[src/rtl/sram_fifo_ctrl.sv]
// Show-ahead FIFO controller for a dual-port SRAM whose registered read data is the FIFO head.
// Define SRAM_FIFO_LEVEL_EN to add the level_o/full_o occupancy outputs and an overflow assertion.
module sram_fifo_ctrl #(
   parameter int WIDTH  = 8,
   parameter int DEPTH  = 8,
   parameter int ADDR_W = $clog2(DEPTH),
   parameter int CNT_W  = $clog2(DEPTH + 2)
) (
   input  logic              clk_i,
   input  logic              rst_n_i,
   input  logic              in_valid_i,
   output logic              in_ready_o,
   input  logic [WIDTH-1:0]  in_data_i,
   output logic              out_valid_o,
   input  logic              out_ready_i,
   output logic [WIDTH-1:0]  out_data_o,
   output logic              mem_wen_o,
   output logic [ADDR_W-1:0] mem_waddr_o,
   output logic [WIDTH-1:0]  mem_wdata_o,
   output logic              mem_ren_o,
   output logic [ADDR_W-1:0] mem_raddr_o,
   input  logic [WIDTH-1:0]  mem_rdata_i
`ifdef SRAM_FIFO_LEVEL_EN
  ,output logic [CNT_W-1:0]  level_o,
   output logic              full_o
`endif
);

   logic [ADDR_W-1:0] wptr;
   logic [ADDR_W-1:0] rptr;
   logic [CNT_W-1:0]  mem_cnt;
   logic              out_vld;
   logic              push;
   logic              pop;
   logic              rd;

   // Handshakes: a transfer happens on a rising edge where valid and ready are both high.
   // in_ready_o depends on registered state only, never on out_ready_i.
   assign in_ready_o = (mem_cnt != CNT_W'(DEPTH));
   assign push       = in_valid_i & in_ready_o;
   assign pop        = out_vld & out_ready_i;
   // Prefetch whenever the output register is empty or being emptied this cycle.
   assign rd         = (mem_cnt != '0) & (~out_vld | out_ready_i);

   assign mem_wen_o   = push;
   assign mem_waddr_o = wptr;
   assign mem_wdata_o = in_data_i;
   assign mem_ren_o   = rd;
   assign mem_raddr_o = rptr;
   assign out_valid_o = out_vld;
   assign out_data_o  = mem_rdata_i;

   always_ff @(posedge clk_i or negedge rst_n_i) begin
      if (!rst_n_i) begin
         wptr    <= '0;
         rptr    <= '0;
         mem_cnt <= '0;
         out_vld <= 1'b0;
      end else begin
         if (push) begin
            wptr <= (wptr == ADDR_W'(DEPTH - 1)) ? '0 : wptr + ADDR_W'(1);
         end
         if (rd) begin
            rptr <= (rptr == ADDR_W'(DEPTH - 1)) ? '0 : rptr + ADDR_W'(1);
         end
         case ({push, rd})
            2'b10:   mem_cnt <= mem_cnt + CNT_W'(1);
            2'b01:   mem_cnt <= mem_cnt - CNT_W'(1);
            default: mem_cnt <= mem_cnt;
         endcase
         if (rd) begin
            out_vld <= 1'b1;
         end else if (pop) begin
            out_vld <= 1'b0;
         end
      end
   end

`ifdef SRAM_FIFO_LEVEL_EN
   assign level_o = mem_cnt + CNT_W'(out_vld);
   assign full_o  = (level_o == CNT_W'(DEPTH + 1));

`ifndef SYNTHESIS
   push_never_when_full: assert property (@(posedge clk_i) disable iff (!rst_n_i)
      !(push && (mem_cnt == CNT_W'(DEPTH))));
`endif
`endif

endmodule
[config.mk]
export PLATFORM = sky130hd
export DESIGN_NAME = sram_fifo_ctrl
export DESIGN_NICKNAME = d
export VERILOG_FILES = /design/src/rtl/sram_fifo_ctrl.sv
export SDC_FILE = /design/constraint.sdc
export NUM_CORES = 1
export LEC_CHECK = 0
export CAP_MARGIN = 30
export CORE_UTILIZATION = 40
export CTS_CLUSTER_SIZE = 10
export DETAILED_ROUTE_END_ITERATION = 16
export PLACE_DENSITY = 0.84
export SYNTH_ARGS = -nofsm -noshare
export SYNTH_HDL_FRONTEND = slang
export SYNTH_SLANG_ARGS = --single-unit
[constraint.sdc]
create_clock -name clk_i -period 7 [get_ports clk_i]
set_clock_uncertainty 0.15 [all_clocks]
set_input_delay 2.1 -clock clk_i [delete_from_list [all_inputs] [get_ports clk_i]]
set_output_delay 2.1 -clock clk_i [all_outputs]
set_load 0.005 [all_outputs]
==> out/metrics.json, run 1 <==
{
  "outcome": {
    "result_of_the_run": "complete, no violations"
  },
  "clock_network": {
    "clock_latency_ns": 0.26,
    "post_cts.repair.setup_buffers": 0,
    "cts_tree": "yes",
    "clk_pin_slew_ns": 0.07,
    "cts-resized-gates": 0,
    "cts-buffers-inserted": 3,
    "cts_hold_bufs": 0,
    "clockRootBuffer": "sky130_fd_sc_hd__clkbuf_4",
    "clock_tree.buffer_depth": 2,
    "htreeDepth": 1,
    "numClockSinks": 11
  },
  "yosys": {
    "yosys-top-cells-count": "sky130_fd_sc_hd__buf_4, sky130_fd_sc_hd__dfrtp_1, sky130_fd_sc_hd__ha_1, sky130_fd_sc_hd__inv_1, sky130_fd_sc_hd__mux2_2",
    "synthesis.nets": 103,
    "netlist.top_cell.by_area": "sky130_fd_sc_hd__dfrtp_1",
    "ys_types": 24,
    "yosysSeqAreaShare": 0.347,
    "ys_seq_elements": 11,
    "most_used_flip_flop_cell_after_synthesis": "sky130_fd_sc_hd__dfrtp_1",
    "ffs_w_async_s_r_synth": 1.00,
    "synth_top_area_share": 0.347,
    "synthesis.area_um2": 793,
    "synth_edf_count": 0,
    "yosys.cell_count.top_type": "sky130_fd_sc_hd__buf_4",
    "post_synth_inst_count": 75,
    "average_instance_area_after_synthesis_um2": 10.6,
    "synth_top_cells_by_area": "sky130_fd_sc_hd__dfrtp_1, sky130_fd_sc_hd__buf_4, sky130_fd_sc_hd__ha_1",
    "yosys_warnings": 0
  },
  "cells_and_area": {
    "area_delta_synth_final_pct": 8.04,
    "finalNonFillerCells": 100,
    "final_design_area_no_fill_um2": 857,
    "post_route_cells_drive_above_1_share": 0.173,
    "finish.net_count": 104,
    "antenna_diodes": 0,
    "post_route_utilization": 0.481
  },
  "job": {
    "max_cap_viol_count": 0
  },
  "timing": {
    "slew_viol_final": 0,
    "final_min_period_over_clock_period": 0.836,
    "period_minus_slack_ns": 5.85,
    "rsz0062_at_grt": "false",
    "worstMarginPinSlew_ns": 0.521,
    "achievable-frequency_mhz": 171,
    "final_hold_viols": 0,
    "hold_slack_ns": 0.394,
    "finalSetupViolations": 0,
    "fin_setup_tns_ns": 0,
    "max-slew-margin-rel": 0.652,
    "postLayoutSetupSlackWorst_ns": 1.15
  },
  "power_and_ir_drop": {
    "post-layout-total-power_mw": 0.389,
    "ir_worst_vdd_mv": 0.146,
    "cellPowerDensity_mw_per_mm2": 454,
    "leakagePower_nw": 0.380
  },
  "floorplan": {
    "number_of_top_level_pins": 46,
    "start_util": 0.445,
    "dieWidth_um": 46.5,
    "floorplan.die_area_mm2": 0.00217,
    "coreArea_mm2": 0.00178,
    "die_span_in_y_um": 46.5,
    "std_cell_rows": 15
  },
  "placement": {
    "preCtsSetupSlack_ns": 1.15,
    "placed_cells": 96,
    "total_placed_instance_area_um2": 831,
    "gp_congestion": 0.791,
    "place.detailed.hpwl_um": 1040,
    "portBuffers": 13
  },
  "global_route": {
    "maximum_number_of_pins_on_one_net_before_global_route_repair": 12,
    "globalRouteTotalUtil": 0.137,
    "number_of_antenna_violations_at_the_first_check_in_global_routing": 0,
    "grt-ovfl-total": 0,
    "grt_pass1_wl_um": 1970,
    "first_global_vias": 479
  },
  "critical_path": {
    "crit_top_cell": "sky130_fd_sc_hd__clkdlybuf4s50_1",
    "worst-endpoint-required_ns": 4.75,
    "worst_setup_path_end_kind": "output port",
    "cp_data_arrival_time_ns": 3.60,
    "worst-setup-path-type": "in -> out",
    "crit_path_max_fanout": 5,
    "timing.critical_path.cells": "clkdlybuf4s50_1 > inv_1 > a21oi_1 > clkdlybuf4s50_1",
    "biggest_cell_delay_along_the_critical_path_ns": 0.59,
    "worst_path_max_delay_cell": "sky130_fd_sc_hd__clkdlybuf4s50_1",
    "kind_of_launch_point_of_the_worst_setup_path": "primary input"
  },
  "detailed_routing": {
    "detailedRoute.firstPassIterationCount": 4,
    "ant_nets": 0,
    "drt-total-wl_um": 1340,
    "number_of_design_rule_violations_left_after_detail_routing": 0,
    "wl_per_cell_um": 13.4,
    "vias_per_cell": 5.02,
    "detailroute.via_count": 502,
    "dr.first_iter.drc_count": 1
  },
  "min_path": {
    "hold_path.class": "reg -> reg"
  }
}
==> path summary, 6_finish.rpt <==
check                          startpoint             end  slack, ns  cells after the start
setup / recovery              out_ready_i       mem_ren_o       1.15                      4
hold / removal             mem_raddr_o[2]  mem_raddr_o[2]       0.39                      1
setup reg to reg               mem_cnt[0]      mem_cnt[3]       4.00                      7
hold reg to reg            mem_raddr_o[2]  mem_raddr_o[2]       0.39                      1
max in group asynchronous         rst_n_i  mem_waddr_o[2]       4.33                      1
min in group asynchronous         rst_n_i  mem_waddr_o[1]       2.03                      1
==> routing by layer <==
layer / vias up / GRT usage / routed length (um)
met2: 17 / 0.222 / 598
met5: - / 0 / 0
li1: 241 / - / -
met1: 230 / 0.143 / 587
met3: 14 / 0.0353 / 98
met4: 0 / 0.124 / 52
==> logic make-up (layout without fill, tap and decap cells) <==
family                   count (synthesis)  count (layout)  synth area share
multiplexers                             7               7             0.114
buffers and inverters                   24              24             0.189
AND/OR/NAND/NOR                         14              14             0.120
flip-flops                              11              11             0.347
XOR/XNOR                                 2               2            0.0221
adder cells (fa/ha/maj)                  8               8             0.136
AO/OA/AOI/OAI                            9               9            0.0725
==> critical path, delay by kind of cell <==
kind                   cells  cell delay (ns)
AOI/OAI and AO/OA          1             0.39
buffers and inverters      3             1.11
==> cell usage in the layout, fill, tap and decap left out, drive strengths merged, types with 2 or more instances in the layout <==
cell / synthesis / routed
clkdlybuf4s50: 0 / 13
dfrtp: 11 / 11
inv: 7 / 7
ha: 7 / 7
mux2: 7 / 7
clkbuf: 1 / 4
a21oi: 3 / 3
nor3b: 3 / 3
o21ai: 3 / 3
nand2: 3 / 3
nand3: 2 / 2
nor2: 2 / 2
or4b: 2 / 2
==> layout make-up <==
class	count	area (um2)
tap	25	31.3
fill	182	926
timing repair buffer	13	130
multi-input combinational	40	368
inverter	7	26.3
clock buffer	4	26.3
sequential	11	275
==> state kept, by name, summed over array words and instances, names as in the netlist <==
signal and flops:
mem_cnt 4, mem_raddr_o 3, mem_waddr_o 3, out_valid_o 1
==> power breakdown <==
| part | internal, mW | switching [mW] | leakage [nW] |
|---|---|---|---|
| Combinational | 0.130 | 0.0862 | 0.237 |
| Clock | 0.0220 | 0.0216 | 0.0150 |
| Sequential | 0.0967 | 0.0331 | 0.128 |
Note: power is estimated with default switching activity, not from simulation.
==> inputs of run 2 (changes only) <==
CORE_UTILIZATION = 37   (was 40)
PLACE_DENSITY = 0.79   (was 0.84)
clock period = 6.1 ns   (was 7 ns; I/O delays follow)
==> out/metrics.json, run 2 (synthesis results as in run 1) <==
{
  "cells_and_area": {
    "post_route_utilization": {"value": 0.434, "change": "-0.0470"},
    "final_design_area_no_fill": {"value": 860, "unit": "um2", "change": "+0.29%"},
    "n_fill_cell": {"value": 183, "change": "+0.55%"},
    "largest_reg_flops": {"value": 4, "change": "unchanged"},
    "max_flop_register": "mem_cnt",
    "finish.net_count": {"value": 104, "change": "unchanged"},
    "area_delta_synth_final_pct": 8.36,
    "post_route_cells_drive_above_1_share": {"value": 0.173, "change": "unchanged"},
    "antenna_diodes": {"value": 0, "change": "unchanged"},
    "most-common-layout-cells": "sky130_fd_sc_hd__clkdlybuf4s50_1, sky130_fd_sc_hd__dfrtp_1, sky130_fd_sc_hd__inv_1, sky130_fd_sc_hd__ha_1, sky130_fd_sc_hd__mux2_2",
    "mostFrequentLayoutCell": "sky130_fd_sc_hd__clkdlybuf4s50_1"
  },
  "critical_path": {
    "cp_data_arrival_time": {"value": 3.31, "unit": "ns", "change": "-0.29 ns"},
    "kind_of_launch_point_of_the_worst_setup_path": "primary input",
    "worst_setup_path_end_kind": "output port",
    "crit_path_max_fanout": {"value": 5, "change": "unchanged"},
    "crit_reg_reg_startpoint": "mem_cnt[0]",
    "critPathLaunch": "out_ready_i",
    "worst-setup-path-type": "in -> out",
    "endpoint": "mem_ren_o",
    "regToRegEndpoint": "mem_cnt[3]",
    "rr_worst_depth": {"value": 7, "change": "unchanged"},
    "rrSetupSlack": {"value": 3.09, "unit": "ns", "change": "-0.91 ns"},
    "worst-endpoint-required": {"value": 4.12, "unit": "ns", "change": "-0.63 ns"}
  },
  "clock_network": {
    "clockRootBuffer": "sky130_fd_sc_hd__clkbuf_4",
    "cts-resized-gates": {"value": 0, "change": "unchanged"},
    "clock_tree.buffer_depth": {"value": 2, "change": "unchanged"},
    "post_cts.repair.setup_buffers": {"value": 0, "change": "unchanged"},
    "clk_pin_slew": {"value": 0.07, "unit": "ns", "change": "about the same"},
    "cts_tree": "yes",
    "cts-buffers-inserted": {"value": 3, "change": "unchanged"},
    "clock_latency": {"value": 0.26, "unit": "ns", "change": "about the same"},
    "cts_hold_bufs": {"value": 0, "change": "unchanged"},
    "htreeDepth": {"value": 1, "change": "unchanged"},
    "numClockSinks": {"value": 11, "change": "unchanged"}
  },
  "outcome": {
    "result_of_the_run": "complete, no violations"
  },
  "timing": {
    "final_hold_viols": {"value": 0, "change": "unchanged"},
    "fin_setup_tns": {"value": 0, "unit": "ns", "change": "unchanged"},
    "worstMarginPinSlew": {"value": 0.525, "unit": "ns", "change": "+0.00425 ns"},
    "finalSetupViolations": {"value": 0, "change": "unchanged"},
    "final_min_period_over_clock_period": 0.868,
    "max-slew-margin-rel": {"value": 0.649, "change": "-0.00284"},
    "achievable-frequency_mhz": 189,
    "period_minus_slack_ns": 5.29,
    "rsz0062_at_grt": "false",
    "slew_viol_final": {"value": 0, "change": "unchanged"}
  },
  "global_route": {
    "grt_use_met1": {"value": 0.150, "change": "+0.00680"},
    "grt_pass1_wl": {"value": 2190, "unit": "um", "change": "+12%"},
    "globalRouteTotalUtil": {"value": 0.124, "change": "-0.0130"},
    "grt_busiest_layer": "met2",
    "grt-ovfl-total": {"value": 0, "change": "unchanged"},
    "gr-usage-met3": {"value": 0.0472, "change": "+0.0119"},
    "first_global_vias": {"value": 517, "change": "+7.9%"},
    "maximum_number_of_pins_on_one_net_before_global_route_repair": {"value": 12, "change": "unchanged"},
    "number_of_antenna_violations_at_the_first_check_in_global_routing": {"value": 0, "change": "unchanged"},
    "grt.met2_usage": {"value": 0.195, "change": "-0.0274"}
  },
  "min_path": {
    "hold_path.class": "reg -> reg"
  },
  "detailed_routing": {
    "ant_nets": {"value": 0, "change": "unchanged"},
    "drt-total-wl": {"value": 1300, "unit": "um", "change": "-2.9%"},
    "detailedRoute.firstPassIterationCount": {"value": 2, "change": "-2"},
    "vias_per_cell": {"value": 5.00, "change": "-0.40%"},
    "detailroute.via_count": {"value": 510, "change": "+1.6%"},
    "dr.first_iter.drc_count": {"value": 6, "change": "+5"},
    "wl_per_cell": {"value": 12.7, "unit": "um", "change": "-4.8%"},
    "number_of_design_rule_violations_left_after_detail_routing": {"value": 0, "change": "unchanged"}
  },
  "floorplan": {
    "floorplan.die_area": {"value": 0.00233, "unit": "mm2", "change": "+7.8%"},
    "number_of_top_level_pins": {"value": 46, "change": "unchanged"},
    "dieWidth": {"value": 48.3, "unit": "um", "change": "+3.8%"},
    "std_cell_rows": {"value": 16, "change": "+1"},
    "die_span_in_y": {"value": 48.3, "unit": "um", "change": "+3.8%"},
    "coreArea": {"value": 0.00198, "unit": "mm2", "change": "+11%"},
    "start_util": {"value": 0.400, "change": "-0.0447"}
  },
  "power_and_ir_drop": {
    "leakagePower": {"value": 0.380, "unit": "nW", "change": "unchanged"},
    "ir_worst_vdd": {"value": 0.232, "unit": "mV", "change": "+58%"},
    "cellPowerDensity": {"value": 519, "unit": "mW/mm2", "change": "+14%"}
  },
  "placement": {
    "gp_congestion": {"value": 0.804, "change": "+1.6%"},
    "portBuffers": {"value": 13, "change": "unchanged"},
    "place.detailed.hpwl": {"value": 977, "unit": "um", "change": "-5.8%"},
    "total_placed_instance_area": {"value": 833, "unit": "um2", "change": "+0.30%"}
  },
  "job": {
    "max_cap_viol_count": {"value": 0, "change": "unchanged"}
  }
}
run 2: metal layers:
metal | share of wire | routed length (um)
met1 | 0.47 | 616
met2 | 0.45 | 584
met3 | 0.058 | 75
met4 | 0.015 | 20
met5 | 0 | 0
run 2: through the flow:
step,worst slack (ns),instances,total power [mW],hold slack [ns]
2_1_floorplan,1.94,75,0.313,0.352
3_3_place_gp,0.850,98,0.384,0.374
3_5_place_dp,0.799,98,0.401,0.385
4_1_cts,0.800,102,0.452,0.402
5_1_grt,0.663,102,0.489,0.427
6_report,0.807,102,0.446,0.395
run 2: worst min path at each step:
stage / start / end / depth (start not counted)
after floorplan: mem_cnt[2] / mem_cnt[2] / 2
after global placement: mem_raddr_o[1] / mem_raddr_o[1] / 1
after detailed placement: mem_waddr_o[1] / mem_waddr_o[1] / 1
after CTS: mem_waddr_o[1] / mem_waddr_o[1] / 1
after global routing: mem_raddr_o[1] / mem_raddr_o[1] / 1
final: mem_waddr_o[1] / mem_waddr_o[1] / 1
run 2: cell type report:
class                      instances  area [um2]  share of cell area
tap                               27        33.8              0.0393
sequential                        11         275               0.320
timing repair buffer              13         130               0.151
clock buffer                       4        26.3              0.0306
multi-input combinational         40         368               0.428
inverter                           7        26.3              0.0306
run 2: power breakdown:
part | switching (mW) | total, mW | internal (mW)
logic | 0.0989 | 0.246 | 0.147
clock network | 0.0239 | 0.0492 | 0.0253
registers | 0.0396 | 0.151 | 0.111
run 2: worst max-delay path, cell delays in order:
cell and delay (ns):
sky130_fd_sc_hd__clkdlybuf4s50_1 0.47, sky130_fd_sc_hd__inv_1 0.04, sky130_fd_sc_hd__a21oi_1 0.39, sky130_fd_sc_hd__clkdlybuf4s50_1 0.59
==> inputs of run 3 (changes only) <==
SLEW_MARGIN = 20   (was default)
==> results of run 3 <==
The final DEF is identical to that of run 2; final timing and power are the same.
